===== src/rtl/clock_pkg.sv =====
// -----------------------------------------------------------------------------
// clock_pkg
//   Shared definitions for the HH:MM:SS time counter: mode encodings, digit
//   positions inside the packed 24-bit BCD bus, field moduli and the edit
//   masks shown to the 7-segment encoder while a field is being set.
// -----------------------------------------------------------------------------
package clock_pkg;

    typedef enum logic [1:0] {
        MODE_RUN   = 2'd0,
        MODE_SET_H = 2'd1,
        MODE_SET_M = 2'd2
    } mode_e;

    // Digit positions in the packed digits bus (each digit is 4 bits wide).
    localparam int DIG_SEC_ONES = 0;
    localparam int DIG_SEC_TENS = 1;
    localparam int DIG_MIN_ONES = 2;
    localparam int DIG_MIN_TENS = 3;
    localparam int DIG_HR_ONES  = 4;
    localparam int DIG_HR_TENS  = 5;

    localparam int unsigned SEC_MOD = 60;
    localparam int unsigned MIN_MOD = 60;
    localparam int unsigned HR_MOD  = 24;

    localparam logic [5:0] EDIT_MASK_NONE = 6'b000000;
    localparam logic [5:0] EDIT_MASK_HR   = 6'b110000;
    localparam logic [5:0] EDIT_MASK_MIN  = 6'b001100;

    function automatic logic [5:0] edit_mask_of(input mode_e m);
        case (m)
            MODE_SET_H: return EDIT_MASK_HR;
            MODE_SET_M: return EDIT_MASK_MIN;
            default:    return EDIT_MASK_NONE;
        endcase
    endfunction

endpackage


===== src/rtl/clock_time_counter_bcd.sv =====
// -----------------------------------------------------------------------------
// bcd_mod_counter
//   Two-digit BCD counter that counts 0..MOD-1 and wraps to 00.
//   Ports:
//     clk   in   rising-edge clock
//     rst   in   asynchronous active-low reset (clears to 00)
//     inc   in   advance by one on this edge
//     clr   in   force 00 on this edge (wins over inc)
//     tens  out  registered tens digit
//     ones  out  registered ones digit
//     wrap  out  combinational carry: inc while the value is MOD-1
// -----------------------------------------------------------------------------
module bcd_mod_counter
    import clock_pkg::*;
#(
    parameter int unsigned MOD = 60
) (
    input  logic       clk,
    input  logic       rst,
    input  logic       inc,
    input  logic       clr,
    output logic [3:0] tens,
    output logic [3:0] ones,
    output logic       wrap
);

    localparam logic [3:0] MAX_TENS = 4'((MOD - 1) / 10);
    localparam logic [3:0] MAX_ONES = 4'((MOD - 1) % 10);

    logic [3:0] tens_q, tens_d;
    logic [3:0] ones_q, ones_d;
    logic       at_max;

    assign at_max = (tens_q == MAX_TENS) && (ones_q == MAX_ONES);
    assign wrap   = inc && at_max;

    // NOTE: every signal driven here gets a default first, so no path leaves it unassigned and no latch is inferred.
    always_comb begin
        tens_d = tens_q;
        ones_d = ones_q;
        if (clr) begin
            tens_d = '0;
            ones_d = '0;
        end else if (inc) begin
            if (at_max) begin
                tens_d = '0;
                ones_d = '0;
            end else if (ones_q == 4'd9) begin
                tens_d = tens_q + 4'd1;
                ones_d = '0;
            end else begin
                ones_d = ones_q + 4'd1;
            end
        end
    end

    // NOTE: state registers use non-blocking assignments so all flops sample pre-edge values together.
    always_ff @(posedge clk or negedge rst) begin
        if (!rst) begin
            tens_q <= '0;
            ones_q <= '0;
        end else begin
            tens_q <= tens_d;
            ones_q <= ones_d;
        end
    end

    assign tens = tens_q;
    assign ones = ones_q;

endmodule


===== src/rtl/clock_time_counter.sv =====
// -----------------------------------------------------------------------------
// clock_time_counter
//   24-hour HH:MM:SS timekeeper feeding the 6-digit 7-segment encoder.
//   A prescaler produces one tick per TICK_CYCLES clocks while running; two
//   debounced buttons select and increment the hour/minute fields.
//   Ports:
//     clk        in   system clock, rising edge
//     rst        in   asynchronous active-low reset
//     btn_mode   in   one-cycle pulse: RUN -> SET_H -> SET_M -> RUN
//     btn_inc    in   one-cycle pulse: increment the field under edit
//     digits     out  packed BCD time, digit 0 (sec ones) in [3:0]
//     edit_mask  out  one bit per digit, 1 = digit under edit
//     sec_tick   out  high for the cycle showing a newly advanced second
//     mode       out  current mode (0 RUN, 1 SET_H, 2 SET_M)
// -----------------------------------------------------------------------------
module clock_time_counter
    import clock_pkg::*;
#(
    parameter int unsigned TICK_CYCLES = 50_000_000,
    parameter int unsigned CNT_W       = 26
) (
    input  logic        clk,
    input  logic        rst,
    input  logic        btn_mode,
    input  logic        btn_inc,
    output logic [23:0] digits,
    output logic [5:0]  edit_mask,
    output logic        sec_tick,
    output logic [1:0]  mode
);

    localparam logic [CNT_W-1:0] CNT_MAX = CNT_W'(TICK_CYCLES - 1);

    mode_e            state_q, state_d;
    logic [CNT_W-1:0] cnt_q, cnt_d;
    logic             sec_tick_q;
    logic [5:0]       edit_mask_q;

    logic in_run, in_set_h, in_set_m;
    logic tick, inc_edit;
    logic sec_inc, sec_clr, min_inc, hr_inc;
    logic sec_wrap, min_wrap, hr_wrap;

    logic [3:0] sec_tens, sec_ones, min_tens, min_ones, hr_tens, hr_ones;

    assign in_run   = (state_q == MODE_RUN);
    assign in_set_h = (state_q == MODE_SET_H);
    assign in_set_m = (state_q == MODE_SET_M);

    // A tick is decided purely by the prescaler; a btn_mode on the same edge
    // still lets that last second land before editing starts.
    assign tick     = in_run && (cnt_q == CNT_MAX);
    // A simultaneous mode press takes priority over an increment.
    assign inc_edit = btn_inc && !btn_mode;

    always_comb begin
        state_d = state_q;
        case (state_q)
            MODE_RUN:   if (btn_mode) state_d = MODE_SET_H;
            MODE_SET_H: if (btn_mode) state_d = MODE_SET_M;
            MODE_SET_M: if (btn_mode) state_d = MODE_RUN;
            default:    state_d = MODE_RUN;
        endcase
    end

    // Prescaler only runs while staying in RUN; leaving or being outside RUN
    // parks it at 0 so the first second after editing is a full one.
    always_comb begin
        cnt_d = '0;
        if (in_run && !btn_mode) begin
            cnt_d = tick ? '0 : cnt_q + CNT_W'(1);
        end
    end

    // Carry chain is only live in RUN; in SET states the edited field
    // increments alone and its wrap is deliberately not forwarded.
    assign sec_inc = tick;
    assign sec_clr = in_set_m && btn_mode;
    assign min_inc = (in_run && sec_wrap) || (in_set_m && inc_edit);
    assign hr_inc  = (in_run && min_wrap) || (in_set_h && inc_edit);

    bcd_mod_counter #(.MOD(SEC_MOD)) u_sec (
        .clk  (clk),
        .rst  (rst),
        .inc  (sec_inc),
        .clr  (sec_clr),
        .tens (sec_tens),
        .ones (sec_ones),
        .wrap (sec_wrap)
    );

    bcd_mod_counter #(.MOD(MIN_MOD)) u_min (
        .clk  (clk),
        .rst  (rst),
        .inc  (min_inc),
        .clr  (1'b0),
        .tens (min_tens),
        .ones (min_ones),
        .wrap (min_wrap)
    );

    bcd_mod_counter #(.MOD(HR_MOD)) u_hr (
        .clk  (clk),
        .rst  (rst),
        .inc  (hr_inc),
        .clr  (1'b0),
        .tens (hr_tens),
        .ones (hr_ones),
        .wrap (hr_wrap)
    );

    always_ff @(posedge clk or negedge rst) begin
        if (!rst) begin
            state_q     <= MODE_RUN;
            cnt_q       <= '0;
            sec_tick_q  <= 1'b0;
            edit_mask_q <= EDIT_MASK_NONE;
        end else begin
            state_q     <= state_d;
            cnt_q       <= cnt_d;
            sec_tick_q  <= tick;
            edit_mask_q <= edit_mask_of(state_d);
        end
    end

    always_comb begin
        digits                        = '0;
        digits[DIG_SEC_ONES*4 +: 4] = sec_ones;
        digits[DIG_SEC_TENS*4 +: 4] = sec_tens;
        digits[DIG_MIN_ONES*4 +: 4] = min_ones;
        digits[DIG_MIN_TENS*4 +: 4] = min_tens;
        digits[DIG_HR_ONES*4  +: 4] = hr_ones;
        digits[DIG_HR_TENS*4  +: 4] = hr_tens;
    end

    assign edit_mask = edit_mask_q;
    assign sec_tick  = sec_tick_q;
    assign mode      = state_q;

    // The hour wrap has no consumer: midnight simply rolls to 00.
    logic unused_hr_wrap;
    assign unused_hr_wrap = hr_wrap;

endmodule


===== config.mk =====
export PLATFORM = sky130hd
export DESIGN_NAME = clock_time_counter
export DESIGN_NICKNAME = d
export VERILOG_FILES = /design/src/rtl/clock_pkg.sv /design/src/rtl/clock_time_counter_bcd.sv /design/src/rtl/clock_time_counter.sv
export SDC_FILE = /design/constraint.sdc
export NUM_CORES = 1
export LEC_CHECK = 0
export BUFFER_PORTS_ARGS = -buffer_cell sky130_fd_sc_hd__clkbuf_2
export CAP_MARGIN = 20
export CORE_UTILIZATION = 45
export DETAILED_ROUTE_END_ITERATION = 7
export GPL_TIMING_DRIVEN = 1
export PLACE_DENSITY = 0.68
export SLEW_MARGIN = 20
export SYNTH_ARGS = -nofsm -noshare
export SYNTH_HDL_FRONTEND = slang
export SYNTH_SLANG_ARGS = --single-unit

===== constraint.sdc =====
create_clock -name clk -period 3.6 [get_ports clk]
set_input_delay 0 -clock clk [delete_from_list [all_inputs] [get_ports clk]]
set_output_delay 0 -clock clk [all_outputs]
set_load 0.1 [all_outputs]

==> metrics <==
Worst Setup Start Kind=flop; antenna viol nets, final=0; Setup CP Type=flop to flop; first-pass GRT wire length=9563 um; Synth Area in Compound Gates=6.072%; syn_area_per_cell=9.921 um^2; Iter 0 DRT Violations=99; Post-Synth XOR/XNOR Area=7.728%; sequential-to-total area share from yosys stat=46.71%; post-synthesis adder-cell area fraction=5.520%; R2R Path End=u_min.tens[0]; layout cells sized above 1=18.43%; Fin Hold WS=0.05459 ns; Register-to-Register Setup Slack=0.98 ns; Synth Cell Area=2947 um^2; DP HPWL=4041 um; CP Capture Type=flop; crit path DAT=2.81 ns; Synth top area share=46.71%; Hold Path End=mode[1]; worst hold path depth=2; number of synthesized register bits=55; end-of-flow core utilization=51.31%; Area Overhead vs Synth=10.57%; clock power share=14.1%; simple-gate share of the synthesized area=25.05%; final setup vio count=0; Setup Buffers After CTS=0; Post-Layout Cell Count=408; final instance area=3258 um^2; # H-tree levels=2; internal power=1.027 mW; ordered cell list for the critical path=inv_1 -> ha_1 -> nand3b_1 -> nor3_1 -> nand3_1 -> a21oi_1 -> mux2_2; number of antenna violations at the first check in global routing=0; most frequent cell after synthesis=dfrtp_1; MaxCap Viol Count=0; Hold Crit Start=btn_mode; vias per cell=5.404; RR Startpoint=u_sec.ones[1]; # DRC=0; share of the clock period used by the worst path=72.72%; area of the core=6350 um^2; post-synthesis mux area share=5.350%; Mapped Cells=297; Clk pin slew, worst setup/hold paths=0.09 ns; critical path's slowest cell=nor3_1; worst slew pin tran=0.8265 ns; synthesis warning total=0; crit-path max FO=7; Antenna Diode Count=0; WL/cell=13.89 um; Final WS setup=0.9821 ns; die width=82.92 um; status=finished, final reports clean; total design power=2.247 mW; PD cells=689.8 nW/um^2; Synth area leaders=dfrtp_1, nor2_1, ha_1, xor2_1, mux2_2; Total Wirelength=5668 um; Longest Clk Path Bufs=2; CTS tree=yes; slowest stage delay, CP=0.55 ns; Die Area=6876 um^2; DP Area=3176 um^2; drt first pass iters=4; Worst VDD drop=0.9229 mV; Sw Share=54.32%; Buffers on Ports=34; Top FF cell, synth=dfrtp_1; placed cells=401; main combinational cell family by area after synthesis=simple AND/OR/NAND/NOR gates; cell count of the worst reg-to-reg path=7; clk_lat worst skew=0.30 ns; Starting Density=46.40%; class of the worst hold path=input pin to flop; via count=2205; pre-CTS setup slack=1.042 ns; synth unique cells=44; aggregate global-route resource usage=17.23%; I/O Pins=37; CTS Sinks=55; gp weighted congestion=0.7927; die height=82.92 um; Static Leak=1.451 nW; number of buffers created by CTS=5; setup_tns=0 ns; grt ovf=0; pins over their slew limit=0; Logic pwr share=49.0%; Synth area leader=dfrtp_1; nets=349; clock root buffer=clkbuf_8; Synth async-reset ratio=100.0%; Worst slew margin=44.77%; vias in the first global route=2042; sequential power share=36.9%; largest net degree at the start of global routing=40; clock skew=0.006317 ns; FMAX=382.0 MHz; sw power=1.221 mW; final hold vios=0; Std-Cell Rows=29; top cells by count, synth=dfrtp_1, nor2_1, xor2_1; EDFF count, synth=0; Min Clock Period, post-route=2.618 ns; RSZ-0062 raised after global routing=no; CP required=3.80 ns
[layout by cell type (no fill, tap or decap), types with 4 or more instances in the layout]
master and count:
dfrtp_1 55, nor2_1 46, clkbuf_2 34, xor2_1 17, nand3_1 16, nand2_1 15, mux2_2 13, ha_1 13
a21oi_1 12, inv_1 10, nand4_1 10, xnor2_1 9, nor3_1 8, and3_1 7, o21ai_0 7, clkbuf_8 5
nor2b_1 4, nor4_1 4, or4_1 4, o2bb2ai_1 4
[power groups by stage]
| stage | Clock [mW] | Sequential (mW) | Combinational, mW |
|---|---|---|---|
| after global placement | 0 | 0.837 | 1.09 |
| after detailed placement | 0 | 0.844 | 1.11 |
| final | 0.317 | 0.829 | 1.10 |
| after floorplan | 0 | 1.43 | 0.343 |
| after CTS | 0.329 | 0.831 | 1.11 |
| after global routing | 0.360 | 0.848 | 1.16 |
[state kept, by name (all words and copies together), names as in the netlist]
name,count
u_min.ones,4
edit_mask,2
cnt_q,26
u_hr.tens,4
mode,2
u_min.tens,4
sec_tick,1
u_hr.ones,4
u_sec.ones,4
u_sec.tens,4
[worst max path at each step]
stage / start / cells after the start / slack (ns) / endpoint
2_1_floorplan: u_hr.tens[1] / 6 / 0.79 / u_hr.tens[2]
5_1_grt: u_sec.ones[1] / 7 / 0.82 / u_min.tens[0]
3_5_place_dp: u_sec.ones[1] / 7 / 1.04 / u_min.tens[0]
3_3_place_gp: u_sec.ones[1] / 7 / 1.10 / u_min.tens[0]
4_1_cts: u_sec.ones[1] / 7 / 1.02 / u_min.tens[0]
6_report: u_sec.ones[1] / 7 / 0.98 / u_min.tens[0]
[layout make-up]
| cell class | count | area (um^2) |
|---|---|---|
| sequential | 55 | 1376 |
| clock buffer | 6 | 72.57 |
| tap | 77 | 96.34 |
| inverter | 10 | 37.54 |
| multi-input combinational | 222 | 1473 |
| fill | 599 | 3092 |
| timing repair buffer | 38 | 202.7 |
[routing by layer]
layer	GRT usage [%]	part of all wire, %
met5	0	0
met4	5.486	1.3
met3	4.473	3.4
met2	27.20	47
met1	23.23	48
[critical path, delay by kind of cell (launching register included)]
family                   cells  cell delay (ns)
multiplexers                 1             0.37
adder cells (fa/ha/maj)      1             0.16
flip-flops                   1             0.44
AO/OA/AOI/OAI                1             0.36
AND/OR/NAND/NOR              3             1.10
buffers and inverters        1             0.08
[cell families (layout without fill, tap and decap cells)]
logic type	Yosys count	count (layout)
compound gates	30	30
xor+xnor	26	26
fa+ha+maj	13	13
buf+inv	21	54
flops	55	55
mux	14	14
other cells	1	2
simple gates	137	137
[what timing repair did]
item | 4_1_cts | 5_1_grt
setup endpoints to repair | 0 | 0
resized for setup | 0 | 0
hold buffers | 1 | 0
endpoints found under the hold margin | 16 | 0
(Power assumes the default switching activity.)
